`config.mk`:
```
export PLATFORM = sky130hd
export DESIGN_NAME = page_table_walker
export DESIGN_NICKNAME = d
export VERILOG_FILES = /design/src/rtl/page_table_walker.sv
export SDC_FILE = /design/constraint.sdc
export NUM_CORES = 1
export LEC_CHECK = 0
export CAP_MARGIN = 10
export CORE_ASPECT_RATIO = 1.25
export CORE_MARGIN = 8
export CORE_UTILIZATION = 40
export CTS_BUF_LIST = sky130_fd_sc_hd__clkbuf_8
export CTS_CLUSTER_SIZE = 25
export DETAILED_ROUTE_END_ITERATION = 10
export GPL_TIMING_DRIVEN = 0
export PLACE_DENSITY_LB_ADDON = 0.3
export SETUP_SLACK_MARGIN = 0.3
export SLEW_MARGIN = 30
export SYNTH_ARGS = -nofsm -noshare
export SYNTH_HDL_FRONTEND = slang
export SYNTH_SLANG_ARGS = --single-unit
export TNS_END_PERCENT = 1
```
`constraint.sdc`:
```
create_clock -name clk -period 4.4 [get_ports clk]
set_clock_uncertainty 0.05 [all_clocks]
set_input_delay 0.88 -clock clk [delete_from_list [all_inputs] [get_ports clk]]
set_output_delay 0.88 -clock clk [all_outputs]
set_load 0.01 [all_outputs]
```
`src/rtl/page_table_walker.sv`:
```
// rtl/page_table_walker.sv - two-level (10/10/12) page-table walker behind the TLB miss port.
// Optional one-entry cache of the last non-leaf L1 PTE when PTW_L1_CACHE_EN is defined.
module page_table_walker #(
  parameter int PAGE_OFFSET_BITS = 12,
  parameter int VPN_IDX_BITS     = 10,
  parameter int TIMEOUT_CYCLES   = 255
) (
  input  logic        clk,
  input  logic        rst,
  input  logic        req_valid_i,
  output logic        req_ready_o,
  input  logic [31:0] vaddr_i,
  output logic        resp_valid_o,
  input  logic        resp_ready_i,
  output logic [31:0] pte_o,
  output logic        fault_o,
  input  logic [19:0] satp_ppn_i,
  input  logic        flush_i,
  output logic        mem_req_valid_o,
  input  logic        mem_req_ready_i,
  output logic [31:0] mem_addr_o,
  input  logic        mem_resp_valid_i,
  input  logic [31:0] mem_rdata_i
);

  if (PAGE_OFFSET_BITS + 2 * VPN_IDX_BITS != 32 || VPN_IDX_BITS != 10) begin : g_bad_geometry
    $error("page_table_walker only supports the 10/10/12 Sv32-style split");
  end

  localparam int WD_W = (TIMEOUT_CYCLES > 1) ? $clog2(TIMEOUT_CYCLES) : 1;
  localparam logic [WD_W-1:0] WD_MAX = WD_W'(TIMEOUT_CYCLES - 1);

  typedef enum logic [2:0] {
    S_IDLE, S_L1_REQ, S_L1_WAIT, S_L0_REQ, S_L0_WAIT, S_RESP
  } state_t;

  state_t state_q, state_d;
  logic [19:0] va_q, va_d;      // vaddr[31:12]; the page offset is never needed
  logic [19:0] root_q, root_d;
  logic [19:0] tbl_q, tbl_d;
  logic [31:0] pte_q, pte_d;
  logic        fault_q, fault_d;
  logic [WD_W-1:0] wd_q;
  logic        in_wait, timeout, fill, cache_hit;
  logic [19:0] cache_ppn;

  logic pte_v, pte_l, pte_wr;
  assign pte_v  = mem_rdata_i[2];
  assign pte_l  = mem_rdata_i[3];
  assign pte_wr = |mem_rdata_i[1:0];

  assign in_wait = (state_q == S_L1_WAIT) || (state_q == S_L0_WAIT);
  assign timeout = (TIMEOUT_CYCLES != 0) && (wd_q == WD_MAX);

  always_comb begin
    state_d = state_q;
    va_d    = va_q;
    root_d  = root_q;
    tbl_d   = tbl_q;
    pte_d   = pte_q;
    fault_d = fault_q;
    fill    = 1'b0;
    case (state_q)
      S_IDLE: begin
        if (req_valid_i) begin
          va_d    = vaddr_i[31:12];
          root_d  = satp_ppn_i;
          pte_d   = '0;
          fault_d = 1'b0;
          if (cache_hit) begin
            tbl_d   = cache_ppn;
            state_d = S_L0_REQ;
          end else begin
            state_d = S_L1_REQ;
          end
        end
      end
      S_L1_REQ: if (mem_req_ready_i) state_d = S_L1_WAIT;
      S_L1_WAIT: begin
        if (mem_resp_valid_i) begin
          if (pte_v && !pte_l) begin
            tbl_d   = mem_rdata_i[31:12];
            fill    = 1'b1;
            state_d = S_L0_REQ;
          end else begin
            // Superpage must be 4 MiB aligned: low ten PPN bits come from the vaddr.
            if (pte_v && pte_wr && (mem_rdata_i[21:12] == 10'd0)) begin
              pte_d = {mem_rdata_i[31:22], va_q[9:0], 10'd0, mem_rdata_i[1:0]};
            end else begin
              fault_d = 1'b1;
            end
            state_d = S_RESP;
          end
        end else if (timeout) begin
          fault_d = 1'b1;
          state_d = S_RESP;
        end
      end
      S_L0_REQ: if (mem_req_ready_i) state_d = S_L0_WAIT;
      S_L0_WAIT: begin
        if (mem_resp_valid_i) begin
          if (pte_v && pte_l && pte_wr) begin
            pte_d = {mem_rdata_i[31:12], 10'd0, mem_rdata_i[1:0]};
          end else begin
            fault_d = 1'b1;
          end
          state_d = S_RESP;
        end else if (timeout) begin
          fault_d = 1'b1;
          state_d = S_RESP;
        end
      end
      S_RESP: if (resp_ready_i) state_d = S_IDLE;
      default: state_d = S_IDLE;
    endcase
  end

  always_ff @(posedge clk) begin
    if (rst) begin
      state_q <= S_IDLE;
      va_q    <= '0;
      root_q  <= '0;
      tbl_q   <= '0;
      pte_q   <= '0;
      fault_q <= 1'b0;
      wd_q    <= '0;
    end else begin
      state_q <= state_d;
      va_q    <= va_d;
      root_q  <= root_d;
      tbl_q   <= tbl_d;
      pte_q   <= pte_d;
      fault_q <= fault_d;
      wd_q    <= (in_wait && state_d == state_q) ? wd_q + WD_W'(1) : '0;
    end
  end

  assign req_ready_o     = (state_q == S_IDLE);
  assign mem_req_valid_o = (state_q == S_L1_REQ) || (state_q == S_L0_REQ);
  assign resp_valid_o    = (state_q == S_RESP);
  assign pte_o           = (state_q == S_RESP) ? pte_q : 32'd0;
  assign fault_o         = (state_q == S_RESP) && fault_q;

  always_comb begin
    mem_addr_o = 32'd0;
    if (state_q == S_L1_REQ) mem_addr_o = {root_q, 12'd0} + {20'd0, va_q[19:10], 2'b00};
    if (state_q == S_L0_REQ) mem_addr_o = {tbl_q, 12'd0} + {20'd0, va_q[9:0], 2'b00};
  end

`ifdef PTW_L1_CACHE_EN
  logic        c_valid, no_fill_q;
  logic [9:0]  c_tag;
  logic [19:0] c_root, c_ppn;

  assign cache_hit = c_valid && (c_tag == vaddr_i[31:22]) && (c_root == satp_ppn_i);
  assign cache_ppn = c_ppn;

  // A flush seen at any point of a walk keeps that walk from refilling the entry.
  always_ff @(posedge clk) begin
    if (rst) begin
      c_valid   <= 1'b0;
      no_fill_q <= 1'b0;
      c_tag     <= '0;
      c_root    <= '0;
      c_ppn     <= '0;
    end else begin
      if (state_q == S_IDLE && req_valid_i) no_fill_q <= flush_i;
      else if (flush_i)                     no_fill_q <= 1'b1;
      if (flush_i) begin
        c_valid <= 1'b0;
      end else if (fill && !no_fill_q) begin
        c_valid <= 1'b1;
        c_tag   <= va_q[19:10];
        c_root  <= root_q;
        c_ppn   <= mem_rdata_i[31:12];
      end
    end
  end
`else
  assign cache_hit = 1'b0;
  assign cache_ppn = '0;
  logic unused_cache;
  assign unused_cache = flush_i ^ fill;
`endif

  logic unused_rdata;
  assign unused_rdata = ^mem_rdata_i[11:4];

endmodule

```
### Yosys cells after proc, flatten, opt, wreduce, memory -nomap -nowiden

Cells that the tools add are included.

| cells by class | value |
|---|---|
| add/subtract/negate cells | 3 |
| reduce and logical (&&, ||, !) cells | 19 |
| eq/ne operators | 16 |
| bitwise operators | 1 |
| multiplexer cells | 27 |

Operators by type and width:

| kind | count |
|---|---|
| two-way mux 32 bit | 9 |
| one-hot mux 32 bit (3 select lines) | 1 |
| adder 32 x 12 -> 32 bit | 2 |
| two-way mux 3 bit | 8 |
| one-hot mux 3 bit (6 select lines) | 1 |
| logical NOT 10 bit | 1 |
| inequality test 3 bit, second input constant | 3 |
| adder 8 x 1 -> 8 bit, second input constant | 1 |
| == test 8 bit, second input constant | 1 |
| inequality test 2 bit, second input constant | 4 |
| logical AND 1 bit | 7 |
| two-way mux 1 bit | 7 |
| AND reduction 7 bit | 1 |
| == test 3 x 2 -> 1 bit, second input constant | 2 |
| == test 3 bit, second input constant | 2 |
| AND reduction 5 bit | 1 |
| inequality test 2 x 1 -> 1 bit, second input constant | 2 |
| OR reduction 2 bit | 2 |
| == test 3 x 1 -> 1 bit, second input constant | 1 |
| == test 3 bit | 1 |
| logical NOT 3 bit | 1 |
| one-hot mux 1 bit (3 select lines) | 1 |
| AND reduction 3 bit | 1 |
| nonzero test 3 bit | 1 |
| 4 further kinds | 5 |

| word-level totals | value |
|---|---|
| register bits | 104 |
| input port bits | 91 |
| output and inout bits | 68 |

### Depth between registers and ports, before layout

Gate-level depths: netlist (run 1).

| logic depth | value |
|---|---|
| depth after elaboration | 9 |
| mapped depth | 6 |
| depth with buffers taken out | 5 |

### Worst setup path after synthesis (run 1)

Ideal clock, no wire load.

| timing | value |
|---|---|
| path kind | flip-flop to output port |
| start point | register state_q[0] |
| end point | output pte_o[13] |
| buffers on the path | 3 |
| stages on the path, launching flop included | 5 |
| data arrival time | 1.296 ns |
| path slack | 2.174 ns |
| cell sequence | dfxtp_1 -> clkbuf_1 -> clkbuf_1 -> clkbuf_1 -> and3_1 |

| between the ends | value |
|---|---|
| longest elaborated chain between the ends | 2 |

RTL lines:

| what | line | text |
|---|---|---|
| start: declaration | 37 | `state_t state_q, state_d;` |
| start signal: assignment | 128 | `state_q <= state_d;` |
| == test 3 bit | 141 | `assign pte_o = (state_q == S_RESP) ? pte_q : 32'd0;` |
| two-way mux 32 bit | 141 |  |
| end: declaration | 15 | `output logic [31:0] pte_o,` |

No other way between the ends.

### Final worst setup path (run 1)

| timing | value |
|---|---|
| start point | register state_q[0] |
| end point | output pte_o[19] |

The elaborated chain is that of the path after synthesis.

==> metrics.txt, run 1 <==
nets=801; first-pass GRT wire length=21,500 um; vias per cell=5.08; Setup TNS=0 ns; Crit path top cell by count=clkbuf_1; Cell Chain, Critical Path=clkbuf_1 -> clkbuf_1 -> clkbuf_1 -> and3_1 -> clkdlybuf4s50_1; dpl ws=1.21 ns; sequential power share=49.5%; min-delay src=va_q[13]; vias=4,306; run status=finished, final reports clean; Fmax=279 MHz; DR WL/cell=15.6 um; share of cells above drive strength 1=5.05%; Critical Path End Type=output pin; Clk Latency, worst-skew pair=0.36 ns; Initial Utilization=40.7%; Mean Syn Cell Area=7.96 um^2; Die ar.=0.0148 mm^2; Synth cell types=41; reg2reg setup slack=2.30 ns; largest net degree at the start of global routing=15; Post-CTS Setup Repair Bufs=0; Max Transition Viols Final=0; top-area cell type share of the netlist area=42.1%; number of global-route vias before repair=4,472; P_int=1.34 mW; placed cell area=0.00593 mm^2; Die W=111 um; Cells after Synth=561; root buffer cell=clkbuf_8; # clock sinks=94; CP Launch Type=register; Routed WL=13,200 um; crit share post-route=81.3%; post-synthesis sequential area ratio=42.1%; clock power share=31.6%; M1 GR Usage=19.4%; min Tclk post-route=3.58 ns; CP max-delay cell=clkdlybuf4s50_1; Top Ports=159; CORE AREA=0.0110 mm^2; n_diodes=0; RR Startpoint=state_q[0]; clock buffer depth=2; #FFs+latches synth=94; power per cell area=300 mW/mm^2; I/O Buffers=125; Clock Pin Slew Worst Setup and Hold Paths=0.09 ns; CP top delay family=buffers and inverters; Overflow after GRT=0; HP Class=reg2reg; synth top area cells=dfxtp_1, nand2_1, mux2i_1; post-route cell area=0.00613 mm^2; crit path buf inv count=4; Yosys top cell by area=dfxtp_1; Critical Setup Path Class=reg2out; Detailed Route Iter0 Violations=186; post-synthesis async set-or-reset flop share=0%; GRT met2 Usage=30.8%; CP max stage delay=0.54 ns; leakage power total=2.30 nW; initial antenna violation count=0; final setup vio count=0; Critical Path AT=2.65 ns; Most Used Layer, Global Route=met2; CTS Hold Bufs=0; Slew Limit Headroom=48.9%; most common cell in the synthesized netlist=nand2_1; Net Sw Frac=27.0%; final worst slack=0.821 ns; max-cap viol count=0; number of buffers created by CTS=9; YS warnings=0; GPL Wtd Cong=0.853; CP required=3.47 ns; mapped cell area=0.00447 mm^2; Gate power share=18.9%; Max VDD drop=0.155 mV; CTS tree=built; Slew @ Worst Pin=0.760 ns; sw power=0.497 mW; H-tree levels=3; CP Max Fanout=10; remaining routing DRC violations=0; crit path from=state_q[0]; number of synthesized flops with an enable pin=0; total track usage=17.5%; P&R area growth vs syn=37.2%; GR Layer Usage met3=4.11%; First-pass DRT Iterations=5; Die H=134 um; RSZ-0062 raised after global routing=no; synth cell count leaders=nand2_1, dfxtp_1, a21oi_1; ys flop type=dfxtp_1; final count of hold timing violations=0; post-DP HPWL=10,500 um; antenna-violating nets left=0; site row count=43; Resize count post-CTS=0
-- power by group through the flow --
stage | clock network, mW | registers [mW] | logic, mW
after floorplan | 0 | 0.921 | 0.202
after global placement | 0 | 0.926 | 0.341
after detailed placement | 0 | 0.928 | 0.346
after CTS | 0.589 | 0.908 | 0.348
after global routing | 0.625 | 0.913 | 0.379
final | 0.580 | 0.909 | 0.348
-- state kept, by name, indices dropped and copies added (netlist names) --
signal and cells:
root_q 20, va_q 20, wd_q 8, fault_q 1
tbl_q 20, pte_q 22, state_q 3
-- worst register-to-register path: stages, from the launching register on --
cell and delay (ns):
dfxtp_1 0.34, clkbuf_1 0.23, nor3_1 0.69, clkbuf_1 0.44
nand2_1 0.14, a21oi_1 0.15
-- worst paths after layout --
kind	endpoint	cells after the start
max	pte_o[19]	5
min reg2reg	va_q[13]	2
max reg2reg	va_q[4]	5
min	va_q[13]	2
-- through the flow --
stage	hold slack, ns	utilization [%]	std cells	power (mW)
after floorplan	0.386	-	572	1.12
after global placement	0.393	54.0	832	1.27
after detailed placement	0.396	54.0	832	1.27
after CTS	0.408	55.8	848	1.85
after global routing	0.429	55.8	848	1.92
final	0.409	55.8	848	1.84
-- layer usage --
| metal | up-vias | wire length (um) | share of wire, % |
|---|---|---|---|
| met5 | - | 0 | 0 |
| met4 | 0 | 331 | 2.5 |
| met3 | 25 | 689 | 5.2 |
| met2 | 132 | 6650 | 50 |
| met1 | 1994 | 5550 | 42 |
| li1 | 2155 | - | - |
-- kinds of logic (layout without fill, tap and decap cells) --
| logic type | Yosys count | after routing | share of synthesized area (%) |
|---|---|---|---|
| AND/OR/NAND/NOR | 260 | 260 | 26.0 |
| multiplexers | 52 | 52 | 11.7 |
| buffers and inverters | 57 | 198 | 6.42 |
| adder cells (fa/ha/maj) | 2 | 2 | 0.560 |
| AO/OA/AOI/OAI | 88 | 88 | 11.8 |
| flip-flops | 94 | 94 | 42.1 |
| XOR/XNOR | 7 | 7 | 1.37 |
| other | 1 | 12 | 0.0840 |
-- area by class of cell --
| type | count | area (um^2) |
|---|---|---|
| Timing Repair Buffer | 125 | 1250 |
| Buffer | 55 | 279 |
| Inverter | 2 | 7.51 |
| Sequential cell | 94 | 1880 |
| Clock inverter | 5 | 48.8 |
| Tap cell | 135 | 169 |
| Clock buffer | 11 | 151 |
| Multi-Input combinational cell | 421 | 2340 |
| Fill cell | 1069 | 4850 |
-- layout by cell type, fill, tap and decap left out, types with 2 or more instances in the layout --
master             n
nor2b_1            2
nor4_1             2
buf_6              3
nor2_1            43
clkbuf_8          11
mux2i_1           52
and3_1            24
a21oi_1           64
nand3_1            3
nand2_1          146
nor3_1             3
clkdlybuf4s50_1  125
o22a_1             2
xor2_1             6
clkbuf_1          34
nand2b_1          26
buf_4             12
or4_1              2
nand4_1            2
ha_1               2
buf_1              2
o2111ai_1          2
inv_1              3
a22o_1            10
conb_1            12
clkinv_2           3
or3_1              2
dfxtp_1           94
a211o_1            2
buf_2              4
Note: power is estimated with default switching activity, not from simulation.
==> inputs of run 2 (changes only) <==
==> constraint.sdc (replaced) <==
create_clock -name clk -period 3.43 [get_ports clk]
set_clock_uncertainty 0.05 [all_clocks]
set_input_delay 0.686 -clock clk [delete_from_list [all_inputs] [get_ports clk]]
set_output_delay 0.686 -clock clk [all_outputs]
set_load 0.01 [all_outputs]
==> run 2 against run 1 <==
  * Wire length fell by 0.33%
  * Sequential power increased by 29%
  * Cell count unchanged
==> metrics.txt, run 2 (synthesis results as in run 1) <==
max-cap viol count=0 (unchanged); HP Class=reg2reg; root buffer cell=clkbuf_8; Die H=134 um (unchanged); Critical Setup Path Class=reg2out; Max Transition Viols Final=0 (unchanged); non-filler instance count after layout=848 (unchanged); CTS Hold Bufs=0 (unchanged); H-tree levels=3 (unchanged); RSZ-0062 raised after global routing=no; CP required=2.69 ns (-0.78 ns); Max VDD drop=0.198 mV (+28%); crit path from=state_q[2]; site row count=43 (unchanged); crit share post-route=87.3%; Critical Path AT=2.26 ns (-0.39 ns); antenna-violating nets left=0 (unchanged); First-pass DRT Iterations=4 (-1); GPL Wtd Cong=0.853 (unchanged); Routed WL=13,200 um (-0.33%); final setup vio count=0 (unchanged); share of cells above drive strength 1=5.89% (+0.84 points); commonest non-fill, non-tap cells in the layout=nand2_1, clkdlybuf4s50_1, dfxtp_1; Detailed Route Iter0 Violations=173 (-7.0%); RR Startpoint=state_q[1]; remaining routing DRC violations=0 (unchanged); Clk Latency, worst-skew pair=0.36 ns (about the same); initial antenna violation count=0 (unchanged); Setup TNS=0 ns (unchanged); Critical Path End Type=output pin; first-pass GRT wire length=21,500 um (about the same); number of buffers created by CTS=9 (unchanged); total track usage=17.5% (unchanged); I/O Buffers=125 (unchanged); largest net degree at the start of global routing=15 (unchanged); placed cell area=0.00593 mm^2 (unchanged); final count of hold timing violations=0 (unchanged); number of global-route vias before repair=4,478 (+0.13%); post-route cell area=0.00613 mm^2 (+0.12%); commonest non-fill, non-tap cell in the layout=nand2_1; Overflow after GRT=0 (unchanged); Die ar.=0.0148 mm^2 (unchanged); Initial Utilization=40.7% (unchanged); Slew @ Worst Pin=0.776 ns (+0.0165 ns); min Tclk post-route=3.00 ns; Top Ports=159 (unchanged); min-delay src=va_q[13]; post-DP HPWL=10,500 um (unchanged); number of flip-flops in the largest register=22 (unchanged); vias=4,273 (-0.77%); CP Max Fanout=10 (unchanged); Fmax=334 MHz; vias per cell=5.04 (-0.77%); Die W=111 um (unchanged); nets=801 (unchanged); leakage power total=2.32 nW (+0.87%); run status=finished, final reports clean; n_diodes=0 (unchanged); Placed Cells incl. Taps=832 (unchanged); CTS tree=built; Biggest register=pte_q; Slew Limit Headroom=47.8% (-1.1 points); # clock sinks=94 (unchanged); P&R area growth vs syn=37.4%; CP Launch Type=register; clock buffer depth=2 (unchanged); Clock Pin Slew Worst Setup and Hold Paths=0.09 ns (about the same); DR WL/cell=15.5 um (-0.33%); CORE AREA=0.0110 mm^2 (unchanged); power per cell area=384 mW/mm^2 (+28%); Post-CTS Setup Repair Bufs=0 (unchanged)
[run 2: per-stage QoR]
step	utilization (%)	hold WS (ns)	setup WS (ns)	power (mW)
floorplan	-	0.386	1.40	1.44
finish	55.9	0.410	0.434	2.36
detailed placement	54.0	0.396	0.430	1.64
CTS	55.9	0.408	0.289	2.37
global route	55.9	0.429	0.303	2.46
global placement	54.0	0.393	0.460	1.63
[run 2: final timing paths]
kind / end / slack (ns) / depth (start not counted)
setup / recovery: pte_o[24] / 0.43 / 5
hold reg to reg: va_q[13] / 0.41 / 2
setup reg to reg: va_q[4] / 1.34 / 5
hold / removal: va_q[13] / 0.41 / 2
[run 2: area by class of cell]
type	count	area, um^2
Multi-Input combinational cell	421	2340
Clock inverter	5	48.8
Fill cell	1069	4840
Timing Repair Buffer	125	1250
Inverter	2	7.51
Clock buffer	11	151
Buffer	55	287
Sequential cell	94	1880
Tap cell	135	169
[run 2: what timing repair did]
| action | 4_1_cts | 5_1_grt |
|---|---|---|
| gates resized for setup | 4 | 4 |
| gates cloned | 0 | 0 |
| setup endpoints to repair | 31 | 11 |
[run 2: critical path, cell delays in order (launching register included)]
cell and delay, ns:
dfxtp_1 0.45, nor2b_1 0.16, clkbuf_2 0.22, clkbuf_1 0.31
and3_1 0.22, clkdlybuf4s50_1 0.54
[run 2: metal layers]
layer	up-vias	wire length (um)	track usage, %
li1	2153	-	-
met1	1955	5500	19.4
met2	134	6590	30.7
met3	31	732	4.11
met4	0	359	8.13
met5	-	0	0
[run 2: power breakdown]
group	leakage, nW	total, mW	switching [mW]	internal (mW)
combinational	1.45	0.447	0.234	0.213
sequential	0.764	1.17	0.0292	1.14
clock	0.110	0.743	0.372	0.371
